File: src/rtl/pipelined_bypass_subtractor_pkg.sv
// rtl/pipelined_bypass_subtractor_pkg.sv - shared constants and flag helper for the pipelined bypass subtractor
package pipelined_bypass_subtractor_pkg;

  localparam int WIDTH_DEF = 32;
  localparam int BLOCK_DEF = 4;
  localparam int HALF      = WIDTH_DEF / 2;
  localparam int NBLK_HALF = HALF / BLOCK_DEF;

  // Signed overflow: carry into the MSB disagrees with carry out of the MSB
  function automatic logic ovf_flag(input logic c_into_msb, input logic c_out_msb);
    return c_into_msb ^ c_out_msb;
  endfunction

endpackage

File: src/rtl/bypass_sub_block.sv
// rtl/bypass_sub_block.sv - BLOCK-bit ripple adder with carry-skip mux on the block carry-out
module bypass_sub_block
  import pipelined_bypass_subtractor_pkg::*;
#(
  parameter int BLOCK = BLOCK_DEF
) (
  input  logic [BLOCK-1:0] a,
  input  logic [BLOCK-1:0] bc,
  input  logic             cin,
  output logic [BLOCK-1:0] s,
  output logic             cout,
  output logic             c_msb_in
);

  logic [BLOCK:0] rc;
  logic           p;

  assign rc[0] = cin;

  // Sum bits always come from the ripple; only the block carry-out may skip
  for (genvar i = 0; i < BLOCK; i++) begin : g_fa
    full_adder u_fa (
      .a  (a[i]),
      .b  (bc[i]),
      .ci (rc[i]),
      .s  (s[i]),
      .co (rc[i+1])
    );
  end

  assign p        = &(a ^ bc);
  assign cout     = p ? cin : rc[BLOCK];
  assign c_msb_in = rc[BLOCK-1];

endmodule

File: src/rtl/full_adder.sv
// rtl/full_adder.sv - one-bit full adder cell
module full_adder (
  input  logic a,
  input  logic b,
  input  logic ci,
  output logic s,
  output logic co
);

  assign s  = a ^ b ^ ci;
  assign co = (a & b) | (ci & (a ^ b));

endmodule

File: src/rtl/pipelined_bypass_subtractor.sv
// rtl/pipelined_bypass_subtractor.sv - two-stage carry-bypass subtractor D = A - B - Bin with valid/ready
module pipelined_bypass_subtractor
  import pipelined_bypass_subtractor_pkg::*;
#(
  parameter int WIDTH = WIDTH_DEF,
  parameter int BLOCK = BLOCK_DEF
) (
  input  logic             clk,
  input  logic             rst_n,
  input  logic             in_valid,
  output logic             in_ready,
  input  logic [WIDTH-1:0] A,
  input  logic [WIDTH-1:0] B,
  input  logic             Bin,
  output logic             out_valid,
  input  logic             out_ready,
  output logic [WIDTH-1:0] D,
  output logic             Bout,
  output logic             overFlow,
  output logic             zero
);

  localparam int HW   = WIDTH / 2;
  localparam int NBLK = HW / BLOCK;

  // Stage 1 registers: low difference, carry into the high half, high operands
  logic          s1_valid;
  logic [HW-1:0] s1_diff;
  logic          s1_carry;
  logic [HW-1:0] s1_a;
  logic [HW-1:0] s1_bc;

  logic          load_out;
  logic          accept;

  logic [HW-1:0] bc_lo;
  logic [HW-1:0] diff_lo;
  logic [NBLK:0] c_lo;
  logic [NBLK-1:0] msb_lo;

  logic [HW-1:0] diff_hi;
  logic [NBLK:0] c_hi;
  logic [NBLK-1:0] msb_hi;

  logic          unused_msb;

  assign load_out = !out_valid || out_ready;
  assign in_ready = !s1_valid || load_out;
  assign accept   = in_valid && in_ready;

  // Low half: A + ~B + ~Bin across the lower skip blocks
  assign bc_lo   = ~B[HW-1:0];
  assign c_lo[0] = ~Bin;

  for (genvar k = 0; k < NBLK; k++) begin : g_lo
    bypass_sub_block #(.BLOCK(BLOCK)) u_blk (
      .a        (A[k*BLOCK +: BLOCK]),
      .bc       (bc_lo[k*BLOCK +: BLOCK]),
      .cin      (c_lo[k]),
      .s        (diff_lo[k*BLOCK +: BLOCK]),
      .cout     (c_lo[k+1]),
      .c_msb_in (msb_lo[k])
    );
  end

  // High half: continues the chain from the registered mid carry
  assign c_hi[0] = s1_carry;

  for (genvar k = 0; k < NBLK; k++) begin : g_hi
    bypass_sub_block #(.BLOCK(BLOCK)) u_blk (
      .a        (s1_a[k*BLOCK +: BLOCK]),
      .bc       (s1_bc[k*BLOCK +: BLOCK]),
      .cin      (c_hi[k]),
      .s        (diff_hi[k*BLOCK +: BLOCK]),
      .cout     (c_hi[k+1]),
      .c_msb_in (msb_hi[k])
    );
  end

  // Only the top block's carry into its MSB feeds the overflow flag
  assign unused_msb = ^{msb_lo, msb_hi[NBLK-2:0]};

  // Stage 1 loads whenever it is vacating; valid follows in_valid, data only on acceptance
  always_ff @(posedge clk or negedge rst_n) begin
    if (!rst_n) begin
      s1_valid <= 1'b0;
      s1_diff  <= '0;
      s1_carry <= 1'b0;
      s1_a     <= '0;
      s1_bc    <= '0;
    end else if (in_ready) begin
      s1_valid <= in_valid;
      if (accept) begin
        s1_diff  <= diff_lo;
        s1_carry <= c_lo[NBLK];
        s1_a     <= A[WIDTH-1:HW];
        s1_bc    <= ~B[WIDTH-1:HW];
      end
    end
  end

  // Output stage loads when empty or being drained; result held while stalled
  always_ff @(posedge clk or negedge rst_n) begin
    if (!rst_n) begin
      out_valid <= 1'b0;
      D         <= '0;
      Bout      <= 1'b0;
      overFlow  <= 1'b0;
      zero      <= 1'b0;
    end else if (load_out) begin
      out_valid <= s1_valid;
      if (s1_valid) begin
        D        <= {diff_hi, s1_diff};
        Bout     <= ~c_hi[NBLK];
        overFlow <= ovf_flag(msb_hi[NBLK-1], c_hi[NBLK]);
        zero     <= ({diff_hi, s1_diff} == '0);
      end
    end
  end

endmodule

File: config.mk
export PLATFORM = sky130hd
export DESIGN_NAME = pipelined_bypass_subtractor
export DESIGN_NICKNAME = d
export VERILOG_FILES = /design/src/rtl/pipelined_bypass_subtractor_pkg.sv /design/src/rtl/bypass_sub_block.sv /design/src/rtl/full_adder.sv /design/src/rtl/pipelined_bypass_subtractor.sv
export SDC_FILE = /design/constraint.sdc
export NUM_CORES = 1
export LEC_CHECK = 0
export CAP_MARGIN = 15
export CORE_MARGIN = 3
export CORE_UTILIZATION = 45
export CTS_BUF_LIST = sky130_fd_sc_hd__clkbuf_4
export CTS_CLUSTER_SIZE = 14
export DETAILED_ROUTE_END_ITERATION = 16
export GPL_ROUTABILITY_DRIVEN = 0
export PLACE_DENSITY_LB_ADDON = 0.15
export SYNTH_ARGS = -nofsm -noshare
export SYNTH_HDL_FRONTEND = slang
export SYNTH_SLANG_ARGS = --single-unit
File: constraint.sdc
create_clock -name clk -period 10.8 [get_ports clk]
set_clock_uncertainty 0.05 [all_clocks]
set_input_delay 2.16 -clock clk [delete_from_list [all_inputs] [get_ports clk]]
set_output_delay 2.16 -clock clk [all_outputs]
set_load 0.02 [all_outputs]
# Word-level counts from Yosys, hierarchy flattened
# Cells that the tools add are included.
# word_totals
reg_bits	86
# op_classes
mux	8
n_bitwise	173
n_reduce_logical	16
# ops
op	n
1-bit bitwise XOR	65
1-bit AND	64
32-bit logical NOT	1
16-bit inverter	2
1-bit OR	32
4-bit AND reduction	8
4-bit bitwise XOR	8
1-bit two-way mux	8
2-bit AND reduction	2
1-bit logical NOT	2
1-bit logical OR	2
1-bit inverter	2
1-bit logical AND	1

# Longest topological paths before layout
# Gate-level depths: netlist (run 1).
# logic_depth
depth_word	38
depth_mapped	26

# Modules after synthesis
# A second synthesis (run 1) with hierarchy kept.
# unflattened
cells_unflattened	310
area_unflattened_um2	4515.6
# modules_own_cells
mod	n_inst	cells_each	area_per_inst_um2	seq_area_each_um2
pipelined_bypass_subtractor	1	230	3454.6	2152.1
full_adder	32	1	20.0	0.0
bypass_sub_block	8	6	52.6	0.0

# Least setup slack after synthesis (run 1)
# OpenSTA, ideal clock, no wires.
# synth_timing
path_type	input -> register
from	in A[0]
to	reg s1_diff[15]
setup_time_ps	130
arrival_time_ps	9005
t_required_ps	10620
slack_ps	1615
cell_stages	23
path_cell_list	inv_1 -> fa_1 -> fa_1 -> fa_1 -> fa_1 -> mux2_4 -> fa_1 -> fa_1 -> fa_1 -> fa_1 -> mux2_4 -> fa_1 -> fa_1 -> fa_1 -> inv_1 -> fa_1 -> nor2_1 -> a21o_2 -> fa_1 -> fa_1 -> fa_1 -> fa_1 -> o21ai_0
# synth_via
elab_chain_len	35
elab_cells_between_ends	38
cone_classes	mux (3); bitwise (34); reduce/logical (1)
# synth_rtl
item	line	text
start: declaration	pipelined_bypass_subtractor.sv:12	input logic [WIDTH-1:0] A,
1-bit bitwise XOR	full_adder.sv:11	assign co = (a & b) | (ci & (a ^ b));
1-bit AND	full_adder.sv:11	
1-bit OR	full_adder.sv:11	
1-bit AND	full_adder.sv:11	
1-bit OR	full_adder.sv:11	
1-bit AND	full_adder.sv:11	
1-bit OR	full_adder.sv:11	
1-bit AND	full_adder.sv:11	
[... 19 more ...]	--	
1-bit two-way mux (*)	bypass_sub_block.sv:32	assign cout = p ? cin : rc[BLOCK];
1-bit AND (*)	full_adder.sv:11	
1-bit OR (*)	full_adder.sv:11	
1-bit AND (*)	full_adder.sv:11	
1-bit OR (*)	full_adder.sv:11	
1-bit AND (*)	full_adder.sv:11	
1-bit OR (*)	full_adder.sv:11	
1-bit bitwise XOR (*)	full_adder.sv:10	assign s = a ^ b ^ ci;
end signal: assignment	pipelined_bypass_subtractor.sv:94	s1_diff <= diff_lo;
end: declaration	pipelined_bypass_subtractor.sv:28	logic [HW-1:0] s1_diff;
# Every way passes the cells marked *; elsewhere a longest branch is shown, timed or not.
# A chain may end at the register's enable or synchronous reset.

# Final worst setup path (run 1)
# Ends and elaborated chain as after synthesis.

==> metrics.md, run 1 <==
| Metric | Value |
|---|---|
| Slowest-stage cell, CP | `fa_1` |
| IO buf count | `105` |
| Yosys warns | `0` |
| Most numerous cell on the critical path | `fa_1` |
| Synthesized area | `4560 µm²` |
| CTS tree | `done` |
| CP Launch Type | `primary input` |
| Die area | `11,400 µm²` |
| Layout cells sized above 1 | `15.2%` |
| First-pass GRT wire length | `15,200 µm` |
| Rows | `36` |
| RSZ-0062 raised after global routing | `no` |
| Pleak | `2.64 nW` |
| Vias in the first global route | `3,167` |
| Register area share after synthesis | `47.2%` |
| Post-synth EDFFs | `0` |
| Final Max Slew Viols | `0` |
| Core Area | `9820 µm²` |
| Endpoints failing setup | `0` |
| Placed Instances | `591` |
| Relative slew margins | `36.0%` |
| Main flop type after synthesis | `dfrtp_1` |
| Hold-fix buffers at CTS | `0` |
| Worst-path clk slew | `130 ps` |
| Area added between synthesis and finish | `29.7%` |
| Yosys cell types | `30` |
| Initial Util | `46.5%` |
| Number of max-cap violations | `0` |
| Hold path start | `D[28]$_DFFE_PN0P_` |
| Crit path arrival time | `9810 ps` |
| Avg Synthesized Cell Area | `12.5 µm²` |
| # nets final | `603` |
| Via-to-Cell Ratio | `4.86` |
| Final non-filler cell total | `608` |
| Critical Setup Path Class | `in -> reg` |
| CP top delay family | `adder cells` |
| Async S/R FF share, synth | `100%` |
| Post-synth net total | `497` |
| Total CTS buffers | `9` |
| Cell Chain, Critical Path | `clkdlybuf4s50_1, inv_1, fa_1, fa_1, fa_1, fa_1, mux2_4, fa_1, fa_1, fa_1, fa_1, mux2_4, fa_1, fa_1, fa_1, inv_1, fa_1, nor2_1, a21o_2, fa_1, fa_1, fa_1, fa_1, o21ai_0` |
| Mapped Cells | `364` |
| Postcts setup bufs | `0` |
| DRT antenna net count | `0` |
| Max Fclk | `105 MHz` |
| Worst reg2reg path startpoint | `s1_a[0]$_DFFE_PN0P_` |
| CTS H-Tree Depth | `3` |
| CTS Sinks | `86` |
| Initial antenna violation count | `0` |
| Routed wire per std cell | `14.6 µm` |
| Post-cts sizing count | `0` |
| Largest net degree at the start of global routing | `87` |
| Initial drt markers | `76` |
| DR vias | `2,957` |
| Status | `complete, no violations` |
| Die Ht | `107 µm` |
| Data required time of the worst path | `11,040 ps` |
| Gr ovfl total | `0` |
| Crit path buffers/inverters | `3` |
| Worst-path maximum fanout | `3` |
| Routed wire length | `8860 µm` |
| Critical Path Sink Type | `flip-flop` |
| I/O pin count | `106` |
| Clk buf depth | `2` |
| Setup TNS | `0 ps` |
| Die X | `107 µm` |
| Worst-Skew Late Latency | `430 ps` |
| Final min period | `9560 ps` |
| Peak supply drop | `0.0735 mV` |
| First-pass detailed-route iteration total | `4` |
| Actual slew at the worst max-slew pin | `957 ps` |
| Power Density | `185 nW/µm²` |
| DRC errors left | `0` |
| Final Hold Viols | `0` |
| Setup crit start | `A[0]` |
| Ant. Diodes | `0` |
| Gr usage total | `17.0%` |
| DP HPWL | `6810 µm` |
| Clock root buffer | `clkbuf_4` |
| Commonest non-fill, non-tap cell in the layout | `clkdlybuf4s50_1` |
| Fin crit share | `88.5%` |
| Min-delay worst type | `reg -> reg` |
| Synth Register Bits | `86` |
| Max incr delay on CP | `490 ps` |
| Commonest non-fill, non-tap cells in the layout | `104 x clkdlybuf4s50_1, 86 x dfrtp_1, 49 x mux2_2` |
## worst register-to-register path: stages (launching register included)
cell and delay, ps:
dfrtp_1 440, fa_1 450, fa_1 390, fa_1 390
fa_1 360, mux2_2 310, fa_1 380, fa_1 400
fa_1 390, fa_1 370, a41oi_1 210, nor2_1 90
fa_1 410, fa_1 400, fa_1 390, fa_1 370
nand2_1 130, and2_1 170, fa_1 170, inv_1 50
fa_1 450, fa_1 530, fa_1 560, nor4b_1 420
nand4_1 180, o31ai_1 240
## cell families after synthesis
logic type / after synthesis / synth area share (%)
muxes: 51 / 12.8
and+or+nand+nor: 73 / 7.84
DFF: 86 / 47.2
adders and majority gates: 64 / 22.8
AOI/OAI and AO/OA: 43 / 5.40
buffers and inverters: 47 / 4.00
## cells in the mapped netlist, drive strengths merged, types with 2 or more instances
| master | n | share of area [%] |
|---|---|---|
| nor4 | 7 | 0.96 |
| buf | 5 | 0.55 |
| nand2b | 6 | 0.82 |
| inv | 35 | 2.9 |
| fa | 32 | 14 |
| and4 | 2 | 0.41 |
| dfrtp | 86 | 47 |
| nor2 | 6 | 0.49 |
| ha | 32 | 8.8 |
| nand4 | 10 | 1.4 |
| o21ai | 34 | 3.7 |
| clkbuf | 7 | 0.58 |
| mux2 | 51 | 13 |
| nand2 | 37 | 3.0 |
| a211oi | 2 | 0.44 |
## through the flow
stage	utilization (%)	hold WS, ps	power [mW]	cell area (µm²)	worst slack (ps)
after floorplan	-	407	0.701	4560	1620
after global placement	58.4	427	0.896	5740	930
after detailed placement	58.4	435	0.909	5740	765
after CTS	60.0	464	1.11	5890	1260
after global routing	60.3	487	1.17	5920	995
final	60.3	461	1.09	5920	1240
## sequential cells by signal, indices dropped and copies added (netlist names)
name	flops
D	32
s1_a	16
s1_bc	16
s1_diff	16
Bout	1
out_valid	1
overFlow	1
s1_carry	1
s1_valid	1
zero	1
## cell type report
cell class                 count  area [µm²]
fill                         858        3900
inverter                      35         131
tap                          133         166
clock inverter                 6        76.3
multi-input combinational    231        2230
sequential                    86        2150
timing repair buffer         107        1080
clock buffer                  10        75.1
## worst paths after layout
| path | slack (ps) | endpoint | cells past startpoint |
|---|---|---|---|
| hold / removal | 460 | D[28]$_DFFE_PN0P_ | 2 |
| setup / recovery | 1240 | s1_diff[15]$_DFFE_PN0P_ | 24 |
| hold reg to reg | 460 | D[28]$_DFFE_PN0P_ | 2 |
| setup reg to reg | 1970 | zero$_DFFE_PN0P_ | 25 |
| min in group asynchronous | 1520 | D[29]$_DFFE_PN0P_ | 1 |
| max in group asynchronous | 8570 | s1_diff[3]$_DFFE_PN0P_ | 2 |
## report_power, final
group	total [mW]	leakage [nW]	internal (mW)	switching (mW)
registers	0.466	1.03	0.407	0.0594
clock network	0.199	0.0829	0.0941	0.105
logic	0.428	1.53	0.227	0.201
total	1.09	2.64	0.728	0.366
## metal layers
| metal | GRT usage (%) | share of wire (%) |
|---|---|---|
| met2 | 28.8 | 49 |
| met5 | 0 | 0 |
| met4 | 8.49 | 2.8 |
| met3 | 3.97 | 6.7 |
| met1 | 20.5 | 42 |
Note: power is estimated with default switching activity, not from simulation.
==> inputs of run 2 (changes only) <==
- CORE_UTILIZATION: 45 -> 52
- PLACE_DENSITY: default -> 0.81
- PLACE_DENSITY_LB_ADDON: 0.15 -> default
==> run 2 against run 1 <==
Worst hold slack lost 6.7 ps. Register-to-register slack lost 20 ps. Sequential share of layout area grew 0.31 points. Critical path type unchanged. Via count grew 1.2%. Largest cell class unchanged. Critical path depth is the same. Core utilization grew 9.7 points. Maximum frequency shrank 0.93%. Largest power group unchanged. Sequential power is essentially flat. Clock power shrank 12%. Flip-flop and latch count is the same. Global-route usage grew 2.4 points.
==> metrics.md, run 2 (synthesis gave the netlist of run 1 again) <==
| Metric | Value |
|---|---|
| Status | `complete, no violations (unchanged)` |
| First-pass detailed-route iteration total | `5 (was 4)` |
| Routed wire length | `9140 µm (was 8860 µm)` |
| Rows | `33 (was 36)` |
| Initial Util | `54.4% (was 46.5%)` |
| Initial antenna violation count | `0 (unchanged)` |
| Cell Chain, Critical Path | `clkdlybuf4s50_1, inv_1, fa_1, fa_1, fa_1, fa_1, mux2_4, fa_1, fa_1, fa_1, fa_1, mux2_4, fa_1, fa_1, fa_1, inv_1, fa_1, nor2_1, a21o_2, fa_1, fa_1, fa_1, fa_1, o21ai_0 (unchanged)` |
| Placed Instances | `564 (was 591)` |
| Core Area | `8380 µm² (was 9820 µm²)` |
| Gr ovfl total | `0 (unchanged)` |
| Data required time of the worst path | `11,030 ps (was 11,040 ps)` |
| Setup TNS | `0 ps (unchanged)` |
| Sequential Power Share | `43.4% (was 42.7%)` |
| Actual slew at the worst max-slew pin | `761 ps (was 957 ps)` |
| Die X | `99.7 µm (was 107 µm)` |
| Min-delay worst type | `reg -> reg (unchanged)` |
| Worst-path maximum fanout | `3 (unchanged)` |
| Worst-Skew Late Latency | `410 ps (was 430 ps)` |
| CP top delay family | `adder cells (unchanged)` |
| Slowest-stage cell, CP | `clkdlybuf4s50_1 (was fa_1)` |
| Largest Register | `D (unchanged)` |
| Max FFs per register | `32 (unchanged)` |
| CTS tree | `done (unchanged)` |
| Relative slew margins | `49.2% (was 36.0%)` |
| Crit path buffers/inverters | `3 (unchanged)` |
| NetSw | `0.373 mW (was 0.366 mW)` |
| CP Launch Type | `primary input (unchanged)` |
| Pleak | `2.64 nW (about the same)` |
| First-pass GRT wire length | `15,300 µm (was 15,200 µm)` |
| Endpoints failing setup | `0 (unchanged)` |
| Final Hold Viols | `0 (unchanged)` |
| Most numerous cell on the critical path | `fa_1 (unchanged)` |
| Number of max-cap violations | `0 (unchanged)` |
| Final Max Slew Viols | `0 (unchanged)` |
| # nets final | `604 (was 603)` |
| Sw Share | `34.6% (was 33.4%)` |
| Worst-path clk slew | `130 ps (about the same)` |
| Logic pwr share | `40.3% (was 39.1%)` |
| Total CTS buffers | `9 (unchanged)` |
| Postcts setup bufs | `0 (unchanged)` |
| Routed wire per std cell | `15.8 µm (was 14.6 µm)` |
| DR vias | `2,992 (was 2,957)` |
| I/O pin count | `106 (unchanged)` |
| Final min period | `9650 ps (was 9560 ps)` |
| Commonest non-fill, non-tap cells in the layout | `104 x clkdlybuf4s50_1, 86 x dfrtp_1, 49 x mux2_2 (unchanged)` |
| Via-to-Cell Ratio | `5.16 (was 4.86)` |
| Post-cts sizing count | `0 (unchanged)` |
| Ant. Diodes | `0 (unchanged)` |
| Power Density | `184 nW/µm² (was 185 nW/µm²)` |
| P_int | `0.705 mW (was 0.728 mW)` |
| Clock root buffer | `clkbuf_4 (unchanged)` |
| DRC errors left | `0 (unchanged)` |
| Area added between synthesis and finish | `28.6% (was 29.7%)` |
| Layout cells sized above 1 | `15.4% (was 15.2%)` |
| RSZ-0062 raised after global routing | `no (unchanged)` |
| CTS H-Tree Depth | `3 (unchanged)` |
| Clk buf depth | `2 (unchanged)` |
| Commonest non-fill, non-tap cell in the layout | `clkdlybuf4s50_1 (unchanged)` |
| Vias in the first global route | `3,213 (was 3,167)` |
| Critical Path Sink Type | `flip-flop (unchanged)` |
| Die area | `9930 µm² (was 11,400 µm²)` |
| Initial drt markers | `79 (was 76)` |
| Max Fclk | `104 MHz (was 105 MHz)` |
| Design Area, Final | `5870 µm² (was 5920 µm²)` |
| Max incr delay on CP | `480 ps (was 490 ps)` |
| Gr usage total | `19.4% (was 17.0%)` |
| DRT antenna net count | `0 (unchanged)` |
| DP Area | `5710 µm² (was 5740 µm²)` |
| Fin crit share | `89.4% (was 88.5%)` |
| Largest net degree at the start of global routing | `87 (unchanged)` |
| Die Ht | `99.7 µm (was 107 µm)` |
| Power, Total | `1.08 mW (was 1.09 mW)` |
| Hold-fix buffers at CTS | `0 (unchanged)` |
| Peak supply drop | `0.0843 mV (was 0.0735 mV)` |
| Clk pwr share | `16.4% (was 18.2%)` |
| DP HPWL | `7070 µm (was 6810 µm)` |
| Crit path arrival time | `9880 ps (was 9810 ps)` |
| CTS Sinks | `86 (unchanged)` |
| Final non-filler cell total | `580 (was 608)` |
| Flop-to-flop setup slack | `1950 ps (was 1970 ps)` |
| IO buf count | `105 (unchanged)` |
| Critical Setup Path Class | `in -> reg (unchanged)` |
==> run 2: cell count changes in the layout (fill, tap and decap cells not counted), sizes merged <==
cell      change
clkbuf        -1
bufinv        -1
clkinvlp      +1
buf           +1
==> run 2: worst min-delay path: stages (launching register included) <==
cell and delay (ps):
dfrtp_1 370, nand2_1 60, o31ai_1 60
==> run 2: path summary, 6_finish.rpt <==
check,start,end,depth (start not counted)
worst max-delay path,A[0],s1_diff[15]$_DFFE_PN0P_,24
worst min-delay path,zero$_DFFE_PN0P_,zero$_DFFE_PN0P_,2
worst max register to register,s1_a[0]$_DFFE_PN0P_,zero$_DFFE_PN0P_,25
worst min register to register,zero$_DFFE_PN0P_,zero$_DFFE_PN0P_,2
max in group asynchronous,rst_n,s1_diff[10]$_DFFE_PN0P_,2
min in group asynchronous,rst_n,s1_bc[9]$_DFFE_PN0P_,1
==> run 2: area by class of cell <==
class	instances	area [µm²]
Clock buffer	9	67.6
Clock inverter	6	63.8
Fill cell	619	2510
Inverter	35	131
Multi-Input combinational cell	231	2230
Sequential cell	86	2150
Tap cell	105	131
Timing Repair Buffer	108	1090
==> run 2: routing by layer <==
| metal | up-vias | GRT usage (%) | wire length [µm] |
|---|---|---|---|
| li1 | 1417 | - | - |
| met1 | 1485 | 23.1 | 3670 |
| met2 | 86 | 35.2 | 4780 |
| met3 | 4 | 4.70 | 628 |
| met4 | 0 | 4.73 | 53 |
| met5 | - | 0 | 0 |
==> run 2: power by group through the flow <==
stage | logic, mW | clock network, mW | registers, mW
after floorplan | 0.171 | 0 | 0.530
after global placement | 0.421 | 0 | 0.471
after detailed placement | 0.438 | 0 | 0.476
after CTS | 0.439 | 0.182 | 0.469
after global routing | 0.478 | 0.195 | 0.481
final | 0.434 | 0.176 | 0.467
==> run 2: stage by stage <==
step	setup slack [ps]	hold WS, ps	utilization, %
after floorplan	1620	407	-
after detailed placement	721	428	68.1
final	1150	454	70.0
after global placement	937	416	68.1
after global routing	918	478	70.0
after CTS	1180	458	69.7
